File: config.mk
export PLATFORM = sky130hd
export DESIGN_NAME = ast_width_reducer
export DESIGN_NICKNAME = d
export VERILOG_FILES = /design/src/rtl/ast_width_reducer.sv
export SDC_FILE = /design/constraint.sdc
export NUM_CORES = 1
export LEC_CHECK = 0
export ABC_AREA = 1
export BUFFER_PORTS_ARGS = -buffer_cell sky130_fd_sc_hd__buf_2
export CORE_UTILIZATION = 53
export CTS_CLUSTER_DIAMETER = 200
export DETAILED_ROUTE_END_ITERATION = 16
export PLACE_DENSITY = 0.88
export SLEW_MARGIN = 40
export SYNTH_ARGS = -nofsm -noshare
export SYNTH_HDL_FRONTEND = slang
export SYNTH_SLANG_ARGS = --single-unit
File: constraint.sdc
create_clock -name clk_i -period 3.6 [get_ports clk_i]
set_clock_uncertainty 0.1 [all_clocks]
set_input_delay 0.36 -clock clk_i [delete_from_list [all_inputs] [get_ports clk_i]]
set_output_delay 0.36 -clock clk_i [all_outputs]
set_load 0.05 [all_outputs]
File: src/rtl/ast_width_reducer.sv
// Avalon-ST width reducer: splits each wide input beat into up to RATIO
// narrow output words, low word first, preserving sop/eop, channel and
// byte-exact empty. One input beat is buffered; the next beat is accepted
// in the same cycle the last word of the current beat leaves.
module ast_width_reducer #(
    parameter int DATA_IN_W   = 128,
    parameter int DATA_OUT_W  = 64,
    parameter int CHANNEL_W   = 10,
    parameter int EMPTY_IN_W  = ($clog2(DATA_IN_W / 8) < 1) ? 1 : $clog2(DATA_IN_W / 8),
    parameter int EMPTY_OUT_W = ($clog2(DATA_OUT_W / 8) < 1) ? 1 : $clog2(DATA_OUT_W / 8)
) (
    input  logic                   clk_i,
    input  logic                   srst_n_i,
    input  logic [DATA_IN_W-1:0]   ast_data_i,
    input  logic                   ast_startofpacket_i,
    input  logic                   ast_endofpacket_i,
    input  logic                   ast_valid_i,
    input  logic [EMPTY_IN_W-1:0]  ast_empty_i,
    input  logic [CHANNEL_W-1:0]   ast_channel_i,
    output logic                   ast_ready_o,
    output logic [DATA_OUT_W-1:0]  ast_data_o,
    output logic                   ast_startofpacket_o,
    output logic                   ast_endofpacket_o,
    output logic                   ast_valid_o,
    output logic [EMPTY_OUT_W-1:0] ast_empty_o,
    output logic [CHANNEL_W-1:0]   ast_channel_o,
    input  logic                   ast_ready_i
);

    localparam int RATIO = DATA_IN_W / DATA_OUT_W;
    localparam int IB    = DATA_IN_W / 8;
    localparam int OB    = DATA_OUT_W / 8;
    localparam int IDX_W = $clog2(RATIO);

    typedef enum logic {S_EMPTY, S_SEND} state_t;

    state_t                               state_q, state_d;
    logic [RATIO-1:0][DATA_OUT_W-1:0]     data_q, data_d;
    logic                                 sop_q, sop_d;
    logic                                 eop_q, eop_d;
    logic [CHANNEL_W-1:0]                 chan_q, chan_d;
    logic [IDX_W-1:0]                     idx_q, idx_d;
    logic [IDX_W-1:0]                     last_q, last_d;
    logic [EMPTY_OUT_W-1:0]               empty_q, empty_d;

    logic in_send;
    logic is_last;
    logic accept;
    logic out_xfer;
    logic load;

    // Index of the final word carrying valid bytes for this beat.
    function automatic logic [IDX_W-1:0] calc_last(input logic eop,
                                                   input logic [EMPTY_IN_W-1:0] emp);
        int v;
        if (!eop) return IDX_W'(RATIO - 1);
        v = IB - int'(emp);
        return IDX_W'((v - 1) / OB);
    endfunction

    // Unused upper bytes within the final output word of an eop beat.
    function automatic logic [EMPTY_OUT_W-1:0] calc_empty(input logic eop,
                                                          input logic [EMPTY_IN_W-1:0] emp);
        int v;
        int l;
        if (!eop) return '0;
        v = IB - int'(emp);
        l = (v - 1) / OB;
        return EMPTY_OUT_W'((l + 1) * OB - v);
    endfunction

    assign in_send  = (state_q == S_SEND);
    assign is_last  = (idx_q == last_q);
    // Ready is combinational from ast_ready_i so a new beat slips in with no bubble.
    assign ast_ready_o = srst_n_i & (~in_send | (is_last & ast_ready_i));
    assign accept   = ast_valid_i & ast_ready_o;
    assign out_xfer = in_send & ast_ready_i;

    assign ast_valid_o         = in_send;
    assign ast_data_o          = data_q[idx_q];
    assign ast_startofpacket_o = (idx_q == '0) & sop_q;
    assign ast_endofpacket_o   = is_last & eop_q;
    assign ast_empty_o         = (is_last & eop_q) ? empty_q : '0;
    assign ast_channel_o       = chan_q;

    // Next-state: walk the word index, reload on the last word or from EMPTY.
    always_comb begin
        state_d = state_q;
        data_d  = data_q;
        sop_d   = sop_q;
        eop_d   = eop_q;
        chan_d  = chan_q;
        idx_d   = idx_q;
        last_d  = last_q;
        empty_d = empty_q;
        load    = 1'b0;
        case (state_q)
            S_EMPTY: begin
                if (accept) begin
                    load    = 1'b1;
                    state_d = S_SEND;
                end
            end
            S_SEND: begin
                if (out_xfer) begin
                    if (!is_last) begin
                        idx_d = idx_q + IDX_W'(1);
                    end else if (accept) begin
                        load = 1'b1;
                    end else begin
                        state_d = S_EMPTY;
                    end
                end
            end
            default: state_d = S_EMPTY;
        endcase
        if (load) begin
            data_d  = ast_data_i;
            sop_d   = ast_startofpacket_i;
            eop_d   = ast_endofpacket_i;
            chan_d  = ast_channel_i;
            idx_d   = '0;
            last_d  = calc_last(ast_endofpacket_i, ast_empty_i);
            empty_d = calc_empty(ast_endofpacket_i, ast_empty_i);
        end
    end

    // State and beat buffer; reset clears everything so outputs read as zero.
    always_ff @(posedge clk_i) begin
        if (!srst_n_i) begin
            state_q <= S_EMPTY;
            data_q  <= '0;
            sop_q   <= 1'b0;
            eop_q   <= 1'b0;
            chan_q  <= '0;
            idx_q   <= '0;
            last_q  <= '0;
            empty_q <= '0;
        end else begin
            state_q <= state_d;
            data_q  <= data_d;
            sop_q   <= sop_d;
            eop_q   <= eop_d;
            chan_q  <= chan_d;
            idx_q   <= idx_d;
            last_q  <= last_d;
            empty_q <= empty_d;
        end
    end

endmodule
Yosys cells after proc, flatten, opt, wreduce, memory -nomap -nowiden --
Index checks and enable logic that the tools add are counted.
Word-level totals: output and inout port bits 81, flip-flop bits (word level) 146, word-level logic and storage cells 47, input bits 148, bits in read-only memories 0, latch bits 0, bits in writable memories 0, memories kept 0
Cells by class: divide/modulo/power cells 0, equal/unequal tests 1, bitwise gates (word level) 12, order comparisons 1, $mul 0, muxes and demuxes 16, shift operators 0, add/sub/neg operators 5, reductions and logical operators 3
Operator list (count):
- two-way mux 64 bit | 2
- two-way mux 1 bit | 9
- two-way mux 3 bit | 3
- bitwise AND 1 bit | 7
- subtractor 6 x 2 -> 7 bit, second input constant | 1
- subtractor 5 x 4 -> 6 bit, first input constant | 1
- NOT 1 bit | 4
- case mux 1 bit (2 select lines) | 2
- AND reduction 3 bit | 1
- OR reduction 3 bit | 1
- subtractor 1 x 3 -> 3 bit, first input constant | 1
- less-than comparator 1 x 2 -> 1 bit, second input constant | 1
- OR reduction 2 bit | 1
- adder 1 bit | 1
- adder 1 bit, second input constant | 1
- equality test 1 bit | 1
- bitwise OR 1 bit | 1

Longest topological paths before layout --
depth after elaboration 11, depth in mapped cells 10

Least setup slack after synthesis --
No wires, ideal clock.
path type reg2out, from register idx_q, to output ast_data_o[10], data required time 3140 ps, cell stages (with the launch flop) 5, arrival 1329 ps, path slack 1811 ps, path through dfxtp_1 > clkbuf_1 > clkbuf_1 > nand2_1 > nand2_1
On the way: cells in the longest elaborated chain, start to end 2
RTL lines:
- start: declaration | line 42 | logic [IDX_W-1:0] idx_q, idx_d;
- start signal: assignment | line 145 | idx_q <= idx_d;
- two-way mux 64 bit (implied by the code) (2 in series) | line 80 | assign ast_data_o = data_q[idx_q];
- end: declaration | line 21 | output logic [DATA_OUT_W-1:0] ast_data_o,
No other way between the ends. The select of a mux whose other input is x is not followed.

Worst setup path after layout --
from register idx_q, to output ast_data_o[53]
Same word-level chain as after synthesis.

==> summary.md <==
| Metric | Value |
|---|---|
| Setup_tns | 0 ns |
| Max clock buf depth | 2 |
| Critical path arrival | between 2 and 2.5 ns |
| Fill cell count | a little under 600 |
| Synth cell count leaders | nand2_1, dfxtp_1, nand3_1 |
| DRT antenna net count | 0 |
| Fraction of layout cells with a size suffix above 1 | 22.45% |
| Layout Nets | 1364 |
| Final routed DRC violation total | 0 |
| Most frequent cell after synthesis | nand2_1 |
| Largest net degree at the start of global routing | 73 |
| Smallest hold slack | 0.02078 ns |
| Syn nets | approximately 1000 |
| Buffers on Ports | 228 |
| Die X | around 110 um |
| Initial core utilization | 54.86% |
| Routed via count | 7319 |
| Clk sinks | about 150 |
| Area added between synthesis and finish | 53.00% |
| Root Driver | clkbuf_8 |
| # IOs | 229 |
| Multi-input gate area | 2691 um2 |
| CP required | roughly 3.1 ns |
| Die Height | 108.2 um |
| Register area share after synthesis | 48.93% |
| Top cell type's share of synthesized area | 48.93% |
| Pleak | 4.985 nW |
| Crit-path max FO | between 60 and 70 |
| Post-CTS Setup Bufs | 0 |
| Setup CP Type | reg -> out |
| Post-CTS sizing | 0 |
| Worst-margin pin slew | approximately 0.75 ns |
| HPWL after DPL | approximately 10000 um |
| Max Cap Viol | 0 |
| Synth Flop Type | dfxtp_1 |
| Pre-antenna DRT Iters | 5 |
| Share of flip-flops with an asynchronous set or reset | 0% |
| Final critical-path share of the clock period | 75.90% |
| Post-synth EDFFs | 0 |
| Cell variety after synth | 20 |
| Unrepaired setup endpoints after global routing | no |
| Cell type with the largest total area after synthesis | dfxtp_1 |
| Mean post-synth cell area | 6.819 um2 |
| Via-per-instance ratio | 5.350 |
| Global Route Usage Sum | 37.47% |
| Core box area | 10890 um2 |
| Top Usage Layer GRT | met2 |
| Worst-path clk slew | 0.06 ns |
| Clock H-tree levels | 4 |
| Synth Register Bits | 146 |
| Rows | 38 |
| Max_slew headroom | 50.01% |
| Initial antenna violation count | 2 |
| Worst-Skew Late Latency | roughly 0.51 ns |
| WL/cell | 15.71 um |
| Post-Route WL | 21500 um |
| Global route total overflow | 0 |
| Synth warn | 0 |
| Hold Path Class | in -> reg |
| Cells after synthesis | 876 |
| GR met2 Demand/Resource | 63.74% |
| Final Hold Fails | 0 |
| Grt met1 use | about two fifths |
| Crit start category | flop |
| Setup violations, final | 0 |
| Clock buffer count from CTS | 17 |
| Cell Pwr Density | about 500 nW/um2 |
| FF/Latch Area | 2924 um2 |
| Minimum clock period | approximately 2.7 ns |
| Slew Limit Fails | 0 |
| Gp weighted congestion | 0.8069 |
| First-pass GRT wire length | 33610 um |
| Run status | finished clean |
| Synth top area cells | dfxtp_1, nand2_1, nand3_1 |
| Maximum vdd drop | ~0.47 mV |
| Die Area | 11700 um2 |
| Met3 Usage GRT | roughly 13% |
| Final Total Pwr | 4.589 mW |
| CTS tree | yes |
| Post-Syn Area | about 6000 um2 |
| Iter 0 DRT Violations | 632 |
| Critical Path End Type | output port |
| Vias in the first global route | 7219 |
| Peak Freq | around 0.37 GHz |
==> repair_timing <==
item | 4_1_cts | 5_1_grt
hold endpoints to repair | 139 | 0
hold buffers | 139 | 0
setup endpoints to repair | 0 | 0
==> flip-flops by register name, indices dropped and copies added (netlist names) <==
signal and count:
ast_channel_o 10, idx_q 1, data_q 128, eop_q 1
sop_q 1, last_q 1, empty_q 3, ast_valid_o 1
==> layout by cell type, fill, tap and decap left out, types with 2 or more instances in the layout <==
| master | n |
|---|---|
| dlygate4sd3_1 | 139 |
| a21oi_1 | 6 |
| nand3_1 | 141 |
| buf_4 | 13 |
| nor2_1 | 6 |
| diode_2 | 3 |
| clkbuf_16 | 16 |
| clkinv_2 | 2 |
| inv_1 | 17 |
| ha_1 | 2 |
| bufinv_16 | 5 |
| clkbuf_8 | 3 |
| nand2_1 | 486 |
| dfxtp_1 | 145 |
| buf_2 | 227 |
| nand4_1 | 2 |
| clkinvlp_4 | 3 |
==> power by group <==
| part | internal, mW | switching [mW] |
|---|---|---|
| Combinational | 0.307 | 0.589 |
| Sequential | 1.74 | 0.0740 |
| Clock | 1.22 | 0.654 |
| Total | 3.27 | 1.32 |
==> worst max-delay path, cell delays in order, from the launching register on <==
cell and delay (ns):
dfxtp_2 0.45, inv_2 0.10, buf_4 0.61, nand2_1 0.20
nand2_1 0.12, buf_2 0.27
==> layer usage <==
layer,wire [um],part of all wire (%)
met2,10720,50
met3,1967,9.2
met5,0,0
met1,7686,36
met4,1122,5.2
==> final timing paths <==
check,from,end,slack (ns),cells after the start
worst max-delay path,idx_q,ast_data_o[53],0.87,5
worst min-delay path,ast_empty_i[3],last_q,0.02,3
worst max register to register,idx_q,data_q[121],1.25,8
worst min register to register,data_q[101],data_q[101],0.36,2
==> per-stage QoR <==
step | std cells | worst slack (ns) | util (%) | cell area (um2)
2_1_floorplan | 876 | 1.811 | - | 5973
3_3_place_gp | 1196 | 1.371 | 65.32 | 7112
3_5_place_dp | 1196 | 1.323 | 65.32 | 7112
4_1_cts | 1365 | 0.9273 | 83.87 | 9131
5_1_grt | 1367 | 0.7888 | 83.91 | 9136
6_report | 1368 | 0.8678 | 83.93 | 9139
==> cell families (layout without fill, tap and decap cells) <==
group	Yosys count	in the layout	share of synthesized area, %
buf+inv	79	428	6.221
other cells	0	3	0
simple gates	639	639	43.44
fa+ha+maj	2	2	0.4189
compound gates	9	9	0.8379
flops	146	146	48.93
xor+xnor	1	1	0.1467
==> cell type report <==
class                           count  share of cell area (%)
Sequential cell                   146                   32.00
Multi-Input combinational cell    651                   29.45
Timing Repair Buffer              380                   28.94
Clock buffer                       20                   4.874
Clock inverter                     10                   1.999
Tap cell                          140                   1.917
Inverter                           18                  0.7393
Antenna cell                        3                 0.08215
No activity file was read; power rests on OpenSTA's default activity.
